===== config.mk =====
export PLATFORM = sky130hd
export DESIGN_NAME = rect_calc
export DESIGN_NICKNAME = d
export VERILOG_FILES = /design/src/rtl/rect_calc.sv
export SDC_FILE = /design/constraint.sdc
export NUM_CORES = 1
export LEC_CHECK = 0
export BUFFER_PORTS_ARGS = -buffer_cell sky130_fd_sc_hd__clkbuf_2
export CORE_ASPECT_RATIO = 2
export CORE_UTILIZATION = 45
export CTS_CLUSTER_DIAMETER = 60
export DETAILED_ROUTE_END_ITERATION = 8
export PLACE_DENSITY = 0.62
export SYNTH_ARGS = -nofsm -noshare
export SYNTH_HDL_FRONTEND = slang
export SYNTH_SLANG_ARGS = --single-unit

===== constraint.sdc =====
create_clock -name clock -period 2.8 [get_ports clock]
set_input_delay 0.14 -clock clock [delete_from_list [all_inputs] [get_ports clock]]
set_output_delay 0.14 -clock clock [all_outputs]
set_load 0.02 [all_outputs]

===== src/rtl/rect_calc.sv =====
// rtl/rect_calc.sv - perimeter / area unit with dav-rfd handshaked operand and result channels
`timescale 1ns/1ps
module rect_calc #(
    parameter int W = 8
) (
    input  logic           clock,
    input  logic           reset_,
    input  logic [W-1:0]   data_in_1,
    input  logic           dav_in_1_,
    output logic           rfd_in_1,
    input  logic [W-1:0]   data_in_2,
    input  logic           dav_in_2_,
    output logic           rfd_in_2,
    input  logic           mode,
    output logic [2*W-1:0] data_out,
    output logic           dav_out_,
    input  logic           rfd_out
);

    localparam int OW = 2 * W;
    localparam int CW = $clog2(W + 1);

    typedef enum logic [1:0] {C_WAIT, C_REL, C_HOLD} chan_t;
    typedef enum logic [1:0] {S_COLLECT, S_MUL, S_OUT, S_ACK} core_t;

    chan_t           ch1_q, ch1_d, ch2_q, ch2_d;
    core_t           st_q, st_d;
    logic [W-1:0]    op1_q, op2_q, mplier_q;
    logic [OW-1:0]   acc_q, mcand_q, outr_q, acc_sum;
    logic [CW-1:0]   cnt_q;
    logic [W+1:0]    perim;
    logic            both_hold, release_ch, mul_last;

    assign both_hold = (ch1_q == C_HOLD) && (ch2_q == C_HOLD);
    assign mul_last  = (cnt_q == CW'(1));
    assign perim     = {({1'b0, op1_q} + {1'b0, op2_q}), 1'b0};
    assign acc_sum   = acc_q + (mplier_q[0] ? mcand_q : '0);

    // Channels are only freed once the operands are no longer needed by the core.
    assign release_ch = ((st_q == S_COLLECT) && both_hold && !mode) ||
                        ((st_q == S_MUL) && mul_last);

    always_ff @(posedge clock or negedge reset_) begin
        if (!reset_) begin
            ch1_q <= C_WAIT;
            ch2_q <= C_WAIT;
            st_q  <= S_COLLECT;
        end else begin
            ch1_q <= ch1_d;
            ch2_q <= ch2_d;
            st_q  <= st_d;
        end
    end

    always_comb begin
        ch1_d = ch1_q;
        unique case (ch1_q)
            C_WAIT:  if (!dav_in_1_) ch1_d = C_REL;
            C_REL:   if (dav_in_1_)  ch1_d = C_HOLD;
            C_HOLD:  if (release_ch) ch1_d = C_WAIT;
            default: ch1_d = C_WAIT;
        endcase
    end

    always_comb begin
        ch2_d = ch2_q;
        unique case (ch2_q)
            C_WAIT:  if (!dav_in_2_) ch2_d = C_REL;
            C_REL:   if (dav_in_2_)  ch2_d = C_HOLD;
            C_HOLD:  if (release_ch) ch2_d = C_WAIT;
            default: ch2_d = C_WAIT;
        endcase
    end

    always_comb begin
        st_d = st_q;
        unique case (st_q)
            S_COLLECT: if (both_hold) st_d = mode ? S_MUL : S_OUT;
            S_MUL:     if (mul_last)  st_d = S_OUT;
            S_OUT:     if (rfd_out)   st_d = S_ACK;
            S_ACK:     if (!rfd_out)  st_d = S_COLLECT;
            default:   st_d = S_COLLECT;
        endcase
    end

    always_comb begin
        rfd_in_1 = (ch1_q == C_WAIT);
        rfd_in_2 = (ch2_q == C_WAIT);
        dav_out_ = (st_q != S_ACK);
        data_out = outr_q;
    end

    always_ff @(posedge clock or negedge reset_) begin
        if (!reset_) begin
            op1_q    <= '0;
            op2_q    <= '0;
            acc_q    <= '0;
            mcand_q  <= '0;
            mplier_q <= '0;
            cnt_q    <= '0;
            outr_q   <= '0;
        end else begin
            if (ch1_q == C_WAIT && !dav_in_1_) op1_q <= data_in_1;
            if (ch2_q == C_WAIT && !dav_in_2_) op2_q <= data_in_2;
            if (st_q == S_COLLECT && both_hold) begin
                if (!mode) begin
                    outr_q <= OW'(perim);
                end else begin
                    acc_q    <= '0;
                    mcand_q  <= OW'(op1_q);
                    mplier_q <= op2_q;
                    cnt_q    <= CW'(W);
                end
            end
            // Shift-add: one multiplier bit per cycle, product latched on the last bit.
            if (st_q == S_MUL) begin
                acc_q    <= acc_sum;
                mcand_q  <= mcand_q << 1;
                mplier_q <= mplier_q >> 1;
                cnt_q    <= cnt_q - CW'(1);
                if (mul_last) outr_q <= acc_sum;
            end
        end
    end

endmodule


# [Yosys cells after proc, flatten, opt, wreduce, memory -nomap -nowiden]
# Cells that the tools add are included.
[word_totals] regBits=82 out_inout_bits=19 inputBits=22 word_cells=81
[op_classes] n_mux=30 n_eq_ne=19 addsub=3 reduce_logical=19
[ops] cell="2-to-1 mux 16 bit" n=11
[ops] cell="2-to-1 mux 8 bit" n=3
[ops] cell="!= test 2 bit (second input constant)" n=11
[ops] cell="2-to-1 mux 2 bit" n=10
[ops] cell="adder 16 bit" n=1
[ops] cell="2-to-1 mux 4 bit" n=3
[ops] cell="one-hot mux 2 bit (3 select lines)" n=2
[ops] cell="adder 8 x 8 -> 9 bit" n=1
[ops] cell="equality test 2 bit (second input constant)" n=4
[ops] cell="one-hot mux 2 bit (4 select lines)" n=1
[ops] cell="equality test 2 x 1 -> 1 bit (second input constant)" n=3
[ops] cell="logical AND 1 bit" n=6
[ops] cell="logical NOT 2 bit" n=3
[ops] cell="AND reduction 3 bit" n=2
[ops] cell="equality test 4 x 1 -> 1 bit (second input constant)" n=1
[ops] cell="AND reduction 4 bit" n=1
[ops] cell="nonzero test 2 bit" n=2
[ops] cell="subtractor 4 x 1 -> 4 bit (second input constant)" n=1
[ops] cell="logical NOT 1 bit" n=3
[ops] cell="AND reduction 2 bit" n=1
[ops] cell="logical OR 1 bit" n=1

# [Longest topological paths before layout]
[depth] depth_word=7 mapped_depth=9 mapped_depth_nobuf=9

# [Least setup slack after synthesis]
# No wires, ideal clock.
[synth_timing] path_type="reg-to-reg" start="register mplier_q[0]" end="register outr_q[14] (netlist: data_out[14])" stages_incl_launch_ff=10 path_buffers=0 synth_period_minus_slack_ps=2451 setup_slack_ps=349 t_arrival_ps=2331 setup_time_ps=121 cell_sequence="dfrtp_1 > and2_1 > ha_1 > fa_1 > a21o_1 > a221oi_2 > o221a_2 > o31ai_2 > xor2_1 > a22o_1"
[synth_via] elab_chain_len=4
[synth_rtl] item="start: declaration" line="28" rtl="logic [W-1:0] op1_q, op2_q, mplier_q;"
[synth_rtl] item="start signal: assignment" line="111" rtl="mplier_q <= op2_q;"
[synth_rtl] item="start signal: assignment" line="119" rtl="mplier_q <= mplier_q >> 1;"
[synth_rtl] item="2-to-1 mux 16 bit" line="37" rtl="assign acc_sum = acc_q + (mplier_q[0] ? mcand_q : '0);"
[synth_rtl] item="adder 16 bit" line="37"
[synth_rtl] item="2-to-1 mux 16 bit" line="121" rtl="if (mul_last) outr_q <= acc_sum;"
[synth_rtl] item="2-to-1 mux 16 bit" line="116" rtl="if (st_q == S_MUL) begin"
[synth_rtl] item="end signal: assignment" line="107" rtl="outr_q <= OW'(perim);"
[synth_rtl] item="end signal: assignment" line="121"
[synth_rtl] item="end: declaration" line="29" rtl="logic [OW-1:0] acc_q, mcand_q, outr_q, acc_sum;"
# Every way passes these cells.
# A chain may end at the register's enable or synchronous reset.

# [Worst setup path in the final report]
# Same ends and word-level chain as after synthesis.

==> out/qor.csv <==
metric,value,unit
violations,hold timing,
path_buf_inv,1,
multi_input_area,2366,sq um
layout.nets,547,
die_w,72.98,um
tightestPinTransition,1.038,ns
worstPathRequired,3.02,ns
arrival,2.87,ns
grt_antenna_before_repair,0,
critPathTopFamily,compound AO/OA/AOI/OAI gates,
wl_per_cell,16.46,um
place_inst,613,
ys_warn_count,0,
r2r_start,mplier_q[0]$_DFFE_PN0P_,
power.density,1068,nW/um^2
grt_max_degree,83,
drc,0,
die_area,10510,sq um
worstSetupPathType,flop to flop,
syn_nets,503,
crit_end,data_out[14]$_DFF_PN0_,
status,"complete, but fails checks",
crit_path_start,mplier_q[0]$_DFFE_PN0P_,
insertion_delay,0.34,ns
drt_iter0_markers,147,
fp-row-count,51,
grt-ovfl-total,0,
synth-simple-area-share,14.27,%
viasPerCell,5.444,
setup_viol,0,
ctsHoldBuffers,2,
slew_violations,0,
synthDistinctLibCells,55,
drive_gt1_share,19.64,%
start_util,46.44,%
die_y,144.0,um
wl,10380,um
hold_class,input port to async pin,
synth_flop_cell,dfrtp_1,
synth.area.mux_share,7.947,%
cts_buffers,9,
synth-edff-count,0,
critical-path-slowest-cell,fa_1,
port_buffers,40,
ir_drop,0.5711,mV
cts-resized-gates,0,
fmax,377.4,MHz
clk_transition_reported_paths,0.06,ns
setup_slack,0.1505,ns
synth_top_family_by_area,compound AO/OA/AOI/OAI gates,
cts_buffer_depth,2,
pin_count,41,
ant_nets,0,
setup_tns,0,ns
fillers,919,
grt_pass1_vias,3575,
period_share,94.62,%
core,9763,sq um
crit_chain,"buf_4, and2_1, fa_1, a21o_1, a221oi_2, o221a_2, o31ai_2, xor2_1, a22o_1",
synthXorXnorAreaFrac,3.670,%
gp_congestion,0.9825,
cap_violations,0,
fin_crit,2.649,ns
start_kind,flop,
r2r_cells,9,
dr.pass1.iters,4,
clock-sinks,82,
grt_usage,21.79,%
synthAdderAreaFrac,8.885,%
cp_max_fo,15,
avgSynthCellArea,10.08,sq um
netlist_area,4534,sq um
hold_slack,-0.03310,ns
slowest_delay,0.44,ns
num_vias,3435,
synthToLayoutAreaGrowth,15.48,%
postSynthCellCount,450,
clock-root-buffer,clkbuf_16,
post_cts_buffers,0,
hold_violations,28,
diodes,0,
hpwl,7643,um
r2r_slack,0.15,ns
skew,0.006512,ns
grt_pass1_wl,17120,um
ys_ff_latch,82,
htree_num_levels,3,
path_depth,9,
cts_tree,built,
max_slew_margin,30.83,%
register_area,2052,sq um
cp-end-kind,flop,
seq_area_frac_synth,45.25,%
rsz0062_at_grt,no,
p_leak,2.585,nW
async_flop_share,100.0,%
worstReg2RegEnd,data_out[14]$_DFF_PN0_,
power,5.595,mW
final_cells,631,
synth_compound_area_share,17.36,%
place_ws,0.1750,ns
cell usage in the layout, fill, tap and decap left out, types with 2 or more instances in the layout:
cell,synthesis,layout
o22ai_1,2,2
nand3_1,5,5
a32o_2,2,2
nor2_1,27,27
inv_1,11,11
or2_2,2,2
a31oi_1,3,3
dlygate4sd3_1,0,2
a221oi_2,2,2
xnor2_1,11,11
nor3_2,2,2
a21o_1,12,12
and3_1,5,5
nand2_1,68,68
clkinv_4,0,2
xor2_1,8,8
a21oi_1,22,22
a211oi_1,2,2
buf_4,0,9
dfrtp_1,82,82
or3b_1,2,2
o21ai_0,41,41
nor3_1,2,2
ha_1,29,28
clkbuf_16,0,9
mux2_2,16,16
mux2i_1,18,18
o31ai_1,4,4
clkbuf_2,0,39
nand2b_1,3,3
and2_1,18,18
fa_1,2,2
o21bai_1,2,2
a22o_1,8,8
bufinv_16,0,2
layer usage:
metal / GRT usage (%) / up-vias / routed length [um]
met2: 39.38 / 60 / 5734
met5: 0 / - / 0
li1: - / 1682 / -
met3: 3.576 / 27 / 202
met4: 12.69 / 0 / 473
met1: 23.07 / 1666 / 3974
worst min path at each step:
stage / startpoint / to / slack [ns]
after floorplan: reset_ / acc_q[0]$_DFFE_PN0P_ / -0.16
after global placement: dav_in_1_ / ch1_q[0]$_DFFE_PN0P_ / 0.33
after detailed placement: dav_in_2_ / ch2_q[0]$_DFFE_PN0P_ / 0.34
after CTS: data_in_2[7] / op2_q[7]$_DFFE_PN0P_ / 0.02
after global routing: data_in_2[7] / op2_q[7]$_DFFE_PN0P_ / 0.02
final: reset_ / cnt_q[3]$_DFFE_PN0P_ / -0.03
metrics by stage:
step | utilization (%) | cell area (sq um)
final | 53.63 | 5236
after detailed placement | 50.06 | 4887
after global routing | 53.63 | 5236
after CTS | 53.63 | 5236
after global placement | 50.06 | 4887
after floorplan | - | 4534
registers in the layout, summed over array words and instances, names as in the netlist:
register,flops
acc_q,16
ch1_q,2
ch2_q,2
cnt_q,4
data_out,16
mcand_q,16
mplier_q,8
op1_q,8
op2_q,8
st_q,2
synthesized netlist by cell type, drive strengths merged (3+ instances only):
master	count	area share, %
a22o	8	1.5
and2	18	2.5
mux2	16	4.0
a31oi	3	0.41
buf	7	0.88
a21o	12	2.0
nor2	27	2.2
a221oi	3	0.86
a21oi	23	2.6
a32o	3	0.72
a211oi	3	0.77
dfrtp	82	45
ha	29	8.0
nand3	5	0.55
o31ai	5	0.94
inv	11	0.91
and3	5	0.69
nand2	68	5.6
xnor2	11	2.1
xor2	8	1.5
nor3	4	0.66
o21ai	42	4.7
nand2b	3	0.41
mux2i	18	4.0
clkbuf	10	0.83
logic make-up (layout without fill, tap and decap cells):
family	Yosys count	after routing
buf+inv	28	77
mux	34	34
fa+ha+maj	31	31
compound gates	117	117
xor+xnor	19	19
flops	82	82
simple gates	139	139
where the power goes:
group | leakage [nW] | switching [mW] | internal (mW)
combinational | 1.37 | 1.32 | 0.956
clock | 0.159 | 0.484 | 0.807
sequential | 1.06 | 0.378 | 1.65
layout make-up:
cell class	instances	share of cell area, %
Clock buffer	10	4.564
Clock inverter	6	1.720
Inverter	11	0.7885
Multi-Input combinational cell	340	45.19
Sequential cell	82	39.19
Tap cell	132	3.154
Timing Repair Buffer	50	5.400
(Power assumes the default switching activity.)
